### config.mk
export PLATFORM = sky130hd
export DESIGN_NAME = mux4_rr_arbiter_n
export DESIGN_NICKNAME = d
export VERILOG_FILES = /design/src/rtl/mux4_arb_pkg.sv /design/src/rtl/mux4to1_n.sv /design/src/rtl/rr_pick4.sv /design/src/rtl/mux4_rr_arbiter_n.sv
export SDC_FILE = /design/constraint.sdc
export NUM_CORES = 1
export LEC_CHECK = 0
export CAP_MARGIN = 10
export CELL_PAD_IN_SITES_DETAIL_PLACEMENT = 0
export CELL_PAD_IN_SITES_GLOBAL_PLACEMENT = 1
export CORE_MARGIN = 2
export CORE_UTILIZATION = 32
export DETAILED_ROUTE_END_ITERATION = 6
export HOLD_SLACK_MARGIN = 0.08
export PLACE_DENSITY_LB_ADDON = 0.05
export SLEW_MARGIN = 20
export SYNTH_ARGS = -nofsm -noshare
export SYNTH_HDL_FRONTEND = slang
export SYNTH_SLANG_ARGS = --single-unit
### constraint.sdc
create_clock -name clk_i -period 2.24 [get_ports clk_i]
set_input_delay 0.448 -clock clk_i [delete_from_list [all_inputs] [get_ports clk_i]]
set_output_delay 0.448 -clock clk_i [all_outputs]
set_load 0.01 [all_outputs]
### src/rtl/mux4_arb_pkg.sv
// rtl/mux4_arb_pkg.sv - shared types and constants for the 4-way round-robin arbiter
package mux4_arb_pkg;

    typedef enum logic {
        IDLE  = 1'b0,
        BURST = 1'b1
    } arb_state_e;

    localparam int REQ_NUM = 4;
    localparam int SEL_W   = 2;

endpackage

### src/rtl/mux4to1_n.sv
// rtl/mux4to1_n.sv - 4:1 mux of N-bit words
module mux4to1_n #(
    parameter int N = 4
) (
    input  logic [N-1:0] data_i [0:3],
    input  logic [1:0]   sel_i,
    output logic [N-1:0] data_o
);

    // Pure select; the arbiter registers the result
    always_comb begin
        data_o = data_i[sel_i];
    end

endmodule

### src/rtl/rr_pick4.sv
// rtl/rr_pick4.sv - combinational 4-way round-robin picker
module rr_pick4
    import mux4_arb_pkg::*;
(
    input  logic [REQ_NUM-1:0] req,
    input  logic [SEL_W-1:0]   prio,
    output logic [SEL_W-1:0]   winner,
    output logic               any
);

    // Scan from the farthest offset back to prio so the nearest set bit wins last
    always_comb begin
        logic [SEL_W-1:0] idx;
        winner = '0;
        idx    = '0;
        any    = |req;
        for (int i = REQ_NUM - 1; i >= 0; i--) begin
            idx = prio + SEL_W'(i);
            if (req[idx]) begin
                winner = idx;
            end
        end
    end

endmodule

### src/rtl/mux4_rr_arbiter_n.sv
// rtl/mux4_rr_arbiter_n.sv - packet round-robin arbiter driving a shared 4:1 mux with a registered output stage
module mux4_rr_arbiter_n
    import mux4_arb_pkg::*;
#(
    parameter int N         = 4,
    parameter int MAX_BURST = 8
) (
    input  logic               clk_i,
    input  logic               rst_i,
    input  logic [REQ_NUM-1:0] req_i,
    input  logic [N-1:0]       data_i [0:3],
    input  logic [REQ_NUM-1:0] last_i,
    output logic [REQ_NUM-1:0] ready_o,
    input  logic               ready_i,
    output logic               valid_o,
    output logic [N-1:0]       data_o,
    output logic               last_o,
    output logic [SEL_W-1:0]   src_o,
    output logic [SEL_W-1:0]   sel_o,
    output logic               busy_o
);

    localparam int BCW = $clog2(MAX_BURST) + 1;

    arb_state_e       state_q, state_d;
    logic [SEL_W-1:0] prio_q, prio_d;
    logic [SEL_W-1:0] grant_q, grant_d;
    logic [BCW-1:0]   beat_cnt_q, beat_cnt_d;
    logic             valid_q, valid_d;
    logic [N-1:0]     data_q, data_d;
    logic             last_q, last_d;
    logic [SEL_W-1:0] src_q, src_d;

    logic [SEL_W-1:0] winner;
    logic             any_req;
    logic [N-1:0]     mux_data;
    logic             out_free;
    logic             accept;
    logic             beat_last;

    rr_pick4 u_pick (
        .req    (req_i),
        .prio   (prio_q),
        .winner (winner),
        .any    (any_req)
    );

    mux4to1_n #(.N(N)) u_mux (
        .data_i (data_i),
        .sel_i  (sel_o),
        .data_o (mux_data)
    );

    assign sel_o   = grant_q;
    assign busy_o  = (state_q == BURST);
    assign valid_o = valid_q;
    assign data_o  = data_q;
    assign last_o  = last_q;
    assign src_o   = src_q;

    // Grant sequencing, beat counting and the one-entry output register
    always_comb begin
        state_d    = state_q;
        prio_d     = prio_q;
        grant_d    = grant_q;
        beat_cnt_d = beat_cnt_q;
        valid_d    = valid_q;
        data_d     = data_q;
        last_d     = last_q;
        src_d      = src_q;
        ready_o    = '0;

        out_free  = !valid_q || ready_i;
        if (state_q == BURST) begin
            ready_o[grant_q] = out_free;
        end
        accept    = (state_q == BURST) && req_i[grant_q] && out_free;
        // Forced release keeps one requester from starving the others
        beat_last = last_i[grant_q] || (beat_cnt_q == BCW'(MAX_BURST - 1));

        if (state_q == IDLE) begin
            if (any_req) begin
                grant_d    = winner;
                beat_cnt_d = '0;
                state_d    = BURST;
            end
        end else if (accept) begin
            beat_cnt_d = beat_cnt_q + BCW'(1);
            if (beat_last) begin
                state_d    = IDLE;
                prio_d     = grant_q + SEL_W'(1);
                beat_cnt_d = '0;
            end
        end

        // A new beat may overwrite one that drains in the same cycle
        if (accept) begin
            valid_d = 1'b1;
            data_d  = mux_data;
            last_d  = beat_last;
            src_d   = grant_q;
        end else if (valid_q && ready_i) begin
            valid_d = 1'b0;
        end
    end

    // State registers; reset drops any partial grant and the held beat
    always_ff @(posedge clk_i or posedge rst_i) begin
        if (rst_i) begin
            state_q    <= IDLE;
            prio_q     <= '0;
            grant_q    <= '0;
            beat_cnt_q <= '0;
            valid_q    <= 1'b0;
            data_q     <= '0;
            last_q     <= 1'b0;
            src_q      <= '0;
        end else begin
            state_q    <= state_d;
            prio_q     <= prio_d;
            grant_q    <= grant_d;
            beat_cnt_q <= beat_cnt_d;
            valid_q    <= valid_d;
            data_q     <= data_d;
            last_q     <= last_d;
            src_q      <= src_d;
        end
    end

endmodule

; ---- Word level (Yosys, flattened, before mapping)
; Cells that the tools add are included.
; Widths: inputs -> output; s select.
[totals]
ff_bits = 17
input_bits = 27
elab_cells = 70
output_inout_bits = 15
[classes]
n_mux = 32
eq_ne = 2
magnitude_cmp = 7
addsub = 5
bitwise = 3
reduce_logical = 13
[op_table]
columns = op, count
row1 = $mux 4, 7
row2 = $lt 2x3->1 const B, 5
row3 = $mux 1, 13
row4 = $bmux 1 s2, 6
row5 = $bmux 4 s2, 1
row6 = $mux 2, 4
row7 = $add 2x1->2 const B, 2
row8 = $add 2x2->2 const B, 2
row9 = $add 4x1->4 const B, 1
row10 = $and 4x4->4, 1
row11 = $eq 4x3->1 const B, 1
row12 = $logic_and 1x1->1, 4
row13 = $reduce_and 2->1, 2
row14 = $reduce_bool 2->1, 2
row15 = $reduce_or 4->1, 1
row16 = $ge 3x3->1 const B, 1
row17 = $not 2->3, 1
row18 = $reduce_and 3->1, 1
row19 = $demux 1 s2, 1
row20 = $ge 2x1->1 const B, 1
row21 = $logic_or 1x1->1, 2
row22 = $ne 2x1->1 const B, 1
row23 = $logic_not 1->1, 1
row24 = $not 1->1, 1

; ---- Longest topological paths before layout
[logic_depth]
word_depth = 7
mapped_depth = 6
depth_no_buf = 5

; ---- By module
; From an unflattened synthesis, not the netlist that was laid out.
[unflattened]
hier_cells = 98
area_unflattened_um2 = 1106.1
[modules_own_cells]
columns = mod, area_each_um2, cells_per_inst, seq_area_each_um2, instances
row1 = mux4_rr_arbiter_n, 923.4, 81, 425.4, 1
row2 = mux4to1_n, 105.1, 4, 0.0, 1
row3 = rr_pick4, 77.6, 13, 0.0, 1

; ---- Worst setup path before layout
; OpenSTA, ideal clock, no wires.
[synth_timing]
kind = flip-flop to flip-flop
from = register grant_q[0] (netlist: sel_o[0])
to = register data_q[1] (netlist: data_o[1])
period_less_slack_ps = 1850
path_slack_ps = 390
path_stages_with_launch = 5
n_path_buf = 1
setup_time_ps = 125
required_time_ps = 2115
arrival_ps = 1726
cell_sequence = dfrtp_1 -> mux4_1 -> nand3_1 -> buf_2 -> mux2_2
[synth_between]
elab_chain_cells = 4
elab_cells_between_ends = 8
classes_between = mux: 5 / bitwise: 1 / reduce/logical: 2
[synth_rtl]
columns = element, line_no
row1 = "start, declared", mux4_rr_arbiter_n.sv:27  ; logic [SEL_W-1:0] grant_q, grant_d;
row2 = "start signal, assigned", mux4_rr_arbiter_n.sv:121  ; grant_q <= grant_d;
row3 = $not 2->3 (implied by the code) / $bmux 1 s2 (equally long branches), "mux4to1_n.sv:12, mux4_rr_arbiter_n.sv:77"
row4 = $bmux 4 s2 / $mux 1 (equally long branches), "mux4to1_n.sv:12, mux4_rr_arbiter_n.sv:77"
row5 = $mux 4 (implied by the code) / $logic_and 1x1->1 (equally long branches) (2 in series), "mux4to1_n.sv:12, mux4_rr_arbiter_n.sv:77"
row6 = "end signal, assigned", mux4_rr_arbiter_n.sv:124  ; data_q <= data_d;
row7 = "end, declared", mux4_rr_arbiter_n.sv:30  ; logic [N-1:0] data_q, data_d;
; Parallel ways exist; a longest one is shown, timed or not. The select of a mux whose other input is x is not followed.
; A chain may end at the register's enable or synchronous reset.

; ---- Worst setup path after layout
[layout_timing]
from = input port ready_i
to = output port ready_o[3]
[layout_between]
elab_chain_cells = 3
[layout_rtl]
columns = element, line_no
row1 = "start, declared", mux4_rr_arbiter_n.sv:14  ; input logic ready_i,
row2 = $logic_or 1x1->1, mux4_rr_arbiter_n.sv:73  ; out_free = !valid_q || ready_i;
row3 = $and 4x4->4 (no source line), n/a
row4 = $mux 4, mux4_rr_arbiter_n.sv:74  ; if (state_q == BURST) begin
row5 = "end, declared", mux4_rr_arbiter_n.sv:13  ; output logic [REQ_NUM-1:0] ready_o,
; Every way passes these cells.

==> metrics.md <==
| Metric | Value |
|---|---|
| Total GRT Usage | `14.5%` |
| Drt drc | `0` |
| Max Root-Sink Buffers | `2` |
| Buf+Inv Stages, Crit Path | `2` |
| Crit. path cell count | `4` |
| Most common cell on crit path | `clkdlybuf4s50_1` |
| Hold Crit Class | `flop to flop` |
| Pin count of the biggest net entering global routing | `18` |
| R2r setup slk | `0.41 ns` |
| Placed cell area | `0.00159 mm²` |
| Die height | `62.0 µm` |
| Vias in the first global route | `881` |
| Io pins | `42` |
| Slowest-stage cell, CP | `clkdlybuf4s50_1` |
| CTS tree | `yes` |
| Final #Nets | `180` |
| Cell Area, Synth | `0.00108 mm²` |
| Pre-antenna DRT Iters | `4` |
| R2r worst-path depth | `4` |
| Ys async rst share | `100%` |
| Post-Place Setup Slack | `-0.00144 ns` |
| LEAKAGE | `0.739 nW` |
| Die width | `62.0 µm` |
| RSZ-0062 raised after global routing | `false` |
| Final WL | `2570 µm` |
| Wire length per cell | `13.3 µm` |
| Hold_buf cts | `0` |
| Pwr Total | `1.78 mW` |
| Global-route wire length before repair | `4040 µm` |
| Via/cell ratio | `4.75` |
| Synthesis Warnings | `0` |
| M3 GR Usage | `3.52%` |
| Max-cap violation count | `0` |
| DP Wirelength | `2070 µm` |
| Cts bufs inserted | `3` |
| Drt initial violations | `37` |
| Root buf cell | `clkbuf_4` |
| Clock-pin slew on the worst setup and hold paths | `0.11 ns` |
| Req. time, crit path | `1.79 ns` |
| Crit end category | `output port` |
| Slew Viols, Final | `0` |
| Hold_ws | `0.494 ns` |
| Nature of the critical path startpoint | `input port` |
| Number of library cell types mapped by synthesis | `33` |
| Antenna violations before repair | `0` |
| Crit path largest cell delay | `0.54 ns` |
| Kind of critical path | `input port to output port` |
| GP Congestion | `0.725` |
| Status | `completed` |
| CP delay by family, top | `buffers and inverters` |
| Layout Area Growth over Synthesis | `53.0%` |
| PD cells | `1080 mW/mm²` |
| # rows | `21` |
| Grt total ovfl | `0` |
| Initial Utilization | `32.8%` |
| Final worst slack | `0.0522 ns` |
| Non-Filler Instances | `193` |
| Max FO, Critical Path | `5` |
| Global routing's busiest layer | `met2` |
| Sequential-to-total area share from yosys stat | `39.5%` |
| Vias post-DR | `916` |
| Crit path arrival time | `1.74 ns` |
| GR Util met2 | `24.3%` |
| Synthesized flop and latch total | `17` |
| Period Utilization, post-route | `97.7%` |
| Routed Antenna Nets | `0` |
| Post-route design area | `0.00165 mm²` |
| Critical Path Sink | `ready_o[3]` |
| Clock Skews | `0.0105 ns` |
| H-tree levels | `1` |
| R2r startpoint | `sel_o[0]` |
| Port bufs | `41` |
| Final setup viols | `0` |
| # diodes | `0` |
| Reg2reg end | `prio_q[0]` |
| Main synth FF type | `dfrtp_1` |
| Core area | `0.00328 mm²` |
| Post-Place Cells | `187` |
| Worst rel slew slack | `54.7%` |
| Actual slew at the worst max-slew pin | `0.679 ns` |
| Die area | `0.00384 mm²` |
| CP Launch Point | `ready_i` |
| Fmax | `0.457 GHz` |
| Share of cells above drive strength 1 | `21.1%` |
| Critical Path, Cell by Cell | `clkdlybuf4s50_1 -> nand2b_4 -> and3_1 -> clkdlybuf4s50_1` |
| Min Tclk post-route | `2.19 ns` |
| Peak supply drop | `390 µV` |
| Worst skew pair latency | `0.29 ns` |
| Total clock sinks | `17` |
| Post-Syn Area per Cell | `11.4 µm²` |
| Hold Fails Final Rpt | `0` |
| Post-synth net total | `126` |
| M1 GR Usage | `19.2%` |
| Cell count after synthesis | `94` |
| Number of synthesized flops with an enable pin | `0` |
## logic make-up (layout without fill, tap and decap cells)
group                      Yosys count  count (layout)  share of synthesized area (%)
AOI/OAI and AO/OA                   23              23                           14.9
adders and majority gates            5               5                           5.81
buffers and inverters               10              63                           4.42
DFF                                 17              17                           39.5
muxes                               13              13                           21.5
and+or+nand+nor                     26              26                           13.8
## registers in the layout (all words and copies together), names as in the netlist
register and count:
last_o 1, src_o 2, data_o 4, valid_o 1
beat_cnt_q 4, prio_q 2, sel_o 2, busy_o 1
## how the worst min path moves through the flow
stage                         end   start  cells after the start  slack (ns)
global route               last_o  last_o                      2        0.54
CTS                        last_o  last_o                      2        0.50
floorplan           beat_cnt_q[0]   rst_i                      1        0.37
global placement           last_o  last_o                      2        0.46
finish                     last_o  last_o                      2        0.49
detailed placement         last_o  last_o                      2        0.46
## power by group
part	switching, mW	leakage [nW]	internal, mW
clock	0.0988	0.0150	0.0691
sequential	0.117	0.209	0.440
combinational	0.430	0.515	0.621
## synthesized netlist by cell type, drive strengths merged, types with 2 or more instances
cell type / n / area, µm²
nand2: 10 / 37.5
and3: 4 / 25.0
o31ai: 2 / 20.0
a32oi: 2 / 17.5
buf: 3 / 21.3
mux2: 6 / 67.6
ha: 5 / 62.6
o22ai: 2 / 12.5
nand3: 4 / 20.0
a21oi: 2 / 10.0
mux4: 6 / 154
nand2b: 3 / 21.3
o21ai: 8 / 40.0
dfrtp: 17 / 425
inv: 6 / 22.5
## stage by stage
step           TNS [ns]  util [%]
6_report              0      50.1
5_1_grt               0      50.1
4_1_cts               0      49.6
3_5_place_dp   -0.00144      48.5
3_3_place_gp          0      48.5
2_1_floorplan         0         -
## worst reg2reg max path: cells and delay by family (launching register included)
family	cells	cell delay [ns]
buf+inv	1	0.14
flops	1	0.41
mux	2	0.90
compound gates	1	0.27
## per-layer routing
layer  up-vias  routed length [µm]
met4         0                   0
met5         -                   0
met3         0                 178
met2        34                1200
met1       423                1190
li1        459                   -
## cell type report
type / instances / area [µm²]
Fill cell: 308 / 1640
Multi-Input combinational cell: 67 / 611
Timing Repair Buffer: 53 / 503
Sequential cell: 17 / 427
Tap cell: 46 / 57.6
Clock buffer: 4 / 26.3
Inverter: 6 / 22.5
## placed cells by master (no fill, tap or decap), drive strengths merged, types with 3 or more instances in the layout
| cell type | instances |
|---|---|
| buf | 12 |
| and3 | 4 |
| o21ai | 8 |
| clkdlybuf4s50 | 40 |
| nand3 | 4 |
| inv | 6 |
| nand2b | 3 |
| mux4 | 6 |
| dfrtp | 17 |
| clkbuf | 4 |
| mux2 | 6 |
| ha | 5 |
| nand2 | 10 |
## repair_timing
action	4_1_cts	5_1_grt
setup buffers	0	2
pin swaps	0	0
endpoints found under the hold margin	0	0
resized for setup	2	1
cloned	0	0
setup endpoints to repair	2	2
Note: power is estimated with default switching activity, not from simulation.
==> edit: new RTL, same settings <==
The parameter `MAX_BURST` goes from 8 to 4.
--- a/src/rtl/mux4_rr_arbiter_n.sv
+++ b/src/rtl/mux4_rr_arbiter_n.sv
@@ -4,5 +4,5 @@
 #(
     parameter int N         = 4,
-    parameter int MAX_BURST = 8
+    parameter int MAX_BURST = 4
 ) (
     input  logic               clk_i,
Check against the original RTL: not equivalent (a bounded check fails within 10 cycles, from zero or initial values and one cycle with rst_i high).
==> edit against the unedited design <==
Cell area decreased by 4.2%. Final cell count down 4.7%. Routed wire length decreased by 3.7%. Power shrank 2.3%. Setup slack lost 2.4 ps. Sequential cell count decreased by 1. Register-to-register slack better by 80 ps. Clock skew shrank 8.1 ps. Synthesized area fell by 4.4%. Critical endpoint is now ready_o[0]. Largest power group unchanged. Highest routed layer is now met4.
==> edit: results (changes against the unedited design) <==
stage	metric	value	unit	change
status	status	finished, final reports clean		unchanged
route	vias_per_cell	4.870		was 4.746
finish	comb.multi_input.count	61		was 67
grt	use_met3	4.264	%	was 3.520%
power_and_ir_drop	internal_power	1095	µW	was 1131 µW
power_and_ir_drop	p_seq_share	30.1	%	was 31.4%
power_and_ir_drop	powerDensity	1099	mW/mm²	was 1079 mW/mm²
synthesis	ys_ff_latch	16		was 17
finish	n_all_inverters	7		was 6
synthesis	syn_area_per_cell	11.69	µm²	was 11.45 µm²
clock_network	clk_pin_slew	80	ps	was 110 ps
grt	grt_util_met2	26.42	%	was 24.26%
finish	drive_gt1_share	19.29	%	was 21.09%
place	gp_congestion	0.7945		was 0.7245
synthesis	ys_seq_area_share	38.93	%	was 39.53%
grt	grt_pass1_vias	899		was 881
synthesis	synth_common_cells	dfrtp_1, nand2_1, inv_1, o21ai_0, ha_1		was dfrtp_1, nand2_1, o21ai_0
finish	fillers	296		was 308
route	wire_per_inst	13.48	µm	was 13.34 µm
finish	multi_input_area	571.8	µm²	was 610.6 µm²
grt	grt_pass1_wl	3974	µm	was 4036 µm
sta	finalClockSkew	2.436	ps	was 10.53 ps
synthesis	syn_nets	121		was 126
grt	track_usage	14.94	%	was 14.50%
critical_path	path_max_fanout	5		unchanged
finish	syn_to_final_growth	53.41	%	was 53.02%
finish	layout.nonclk_buf_share	31.72	%	was 30.55%
synthesis	async_flop_share	100.0	%	unchanged
finish	fin_nets	175		was 180
place	place_area	0.001546	mm²	was 0.001594 mm²
power_and_ir_drop	max-vdd-ir-drop	0.4285	mV	was 0.3900 mV
power_and_ir_drop	p_leak	0.0006982	µW	was 0.0007385 µW
place	hpwl	2032	µm	was 2074 µm
route	drtIter0Drc	13		was 37
finish	seq_area	401.6	µm²	was 426.7 µm²
clock_network	cts_resized	0		was 2
sta	tightest_slew	625.2	ps	was 679.1 ps
synthesis	ys_top_cells_by_area	dfrtp_1, mux4_1, ha_1		was dfrtp_1, mux4_1, mux2_2
grt	met1_usage	18.13	%	was 19.22%
finish	clock_area_share	1.427	%	was 1.596%
synthesis	ys_types	29		was 33
clock_network	numCtsBuffers	3		unchanged
grt	grt_max_degree	17		was 18
==> edit: changes by cell type after synthesis, sizes merged, moves of 2 or more <==
cell    delta
a32oi      -2
nand2      -2
nand2b     -2
nor2       +3
o22ai      -2
==> edit: worst paths after layout <==
| kind | start | end | slack (ps) | depth (start not counted) |
|---|---|---|---|---|
| setup reg to reg | sel_o[0] | prio_q[1] | 490 | 5 |
| max in group asynchronous | rst_i | sel_o[0] | 1250 | 2 |
| hold reg to reg | last_o | last_o | 490 | 1 |
| min in group asynchronous | rst_i | valid_o | 550 | 2 |
| hold / removal | last_o | last_o | 490 | 1 |
| setup / recovery | ready_i | ready_o[0] | 50 | 4 |
==> edit: layer usage <==
layer | wire length [µm] | part of all wire, %
met5 | 0 | 0
met4 | 18 | 0.73
met3 | 129 | 5.2
met2 | 1274 | 51
met1 | 1058 | 43
==> edit: through the flow <==
step | setup WS (ps) | setup TNS [ps] | utilization (%) | std cells
2_1_floorplan | 451.6 | 0 | - | 88
3_3_place_gp | 27.82 | 0 | 50.66 | 181
3_5_place_dp | 18.41 | 0 | 50.66 | 181
4_1_cts | 12.20 | 0 | 51.39 | 184
5_1_grt | -3.222 | -3.222 | 51.68 | 184
6_report | 49.80 | 0 | 51.68 | 184
==> edit: worst reg2reg max path: stages, from the launching register on <==
cell and delay [ps]:
dfrtp_2 430, buf_4 180, mux4_2 540, nor2_4 130, nor2_2 70, mux2_4 290
==> edit: logic make-up (layout without fill, tap and decap cells) <==
logic type	count (synthesis)	in the layout	share of synthesized area, %
buffers and inverters	11	63	6.204
flip-flops	16	16	38.93
multiplexers	14	14	23.84
AND/OR/NAND/NOR	24	24	13.26
adder cells (fa/ha/maj)	6	6	7.299
AO/OA/AOI/OAI	17	17	10.46
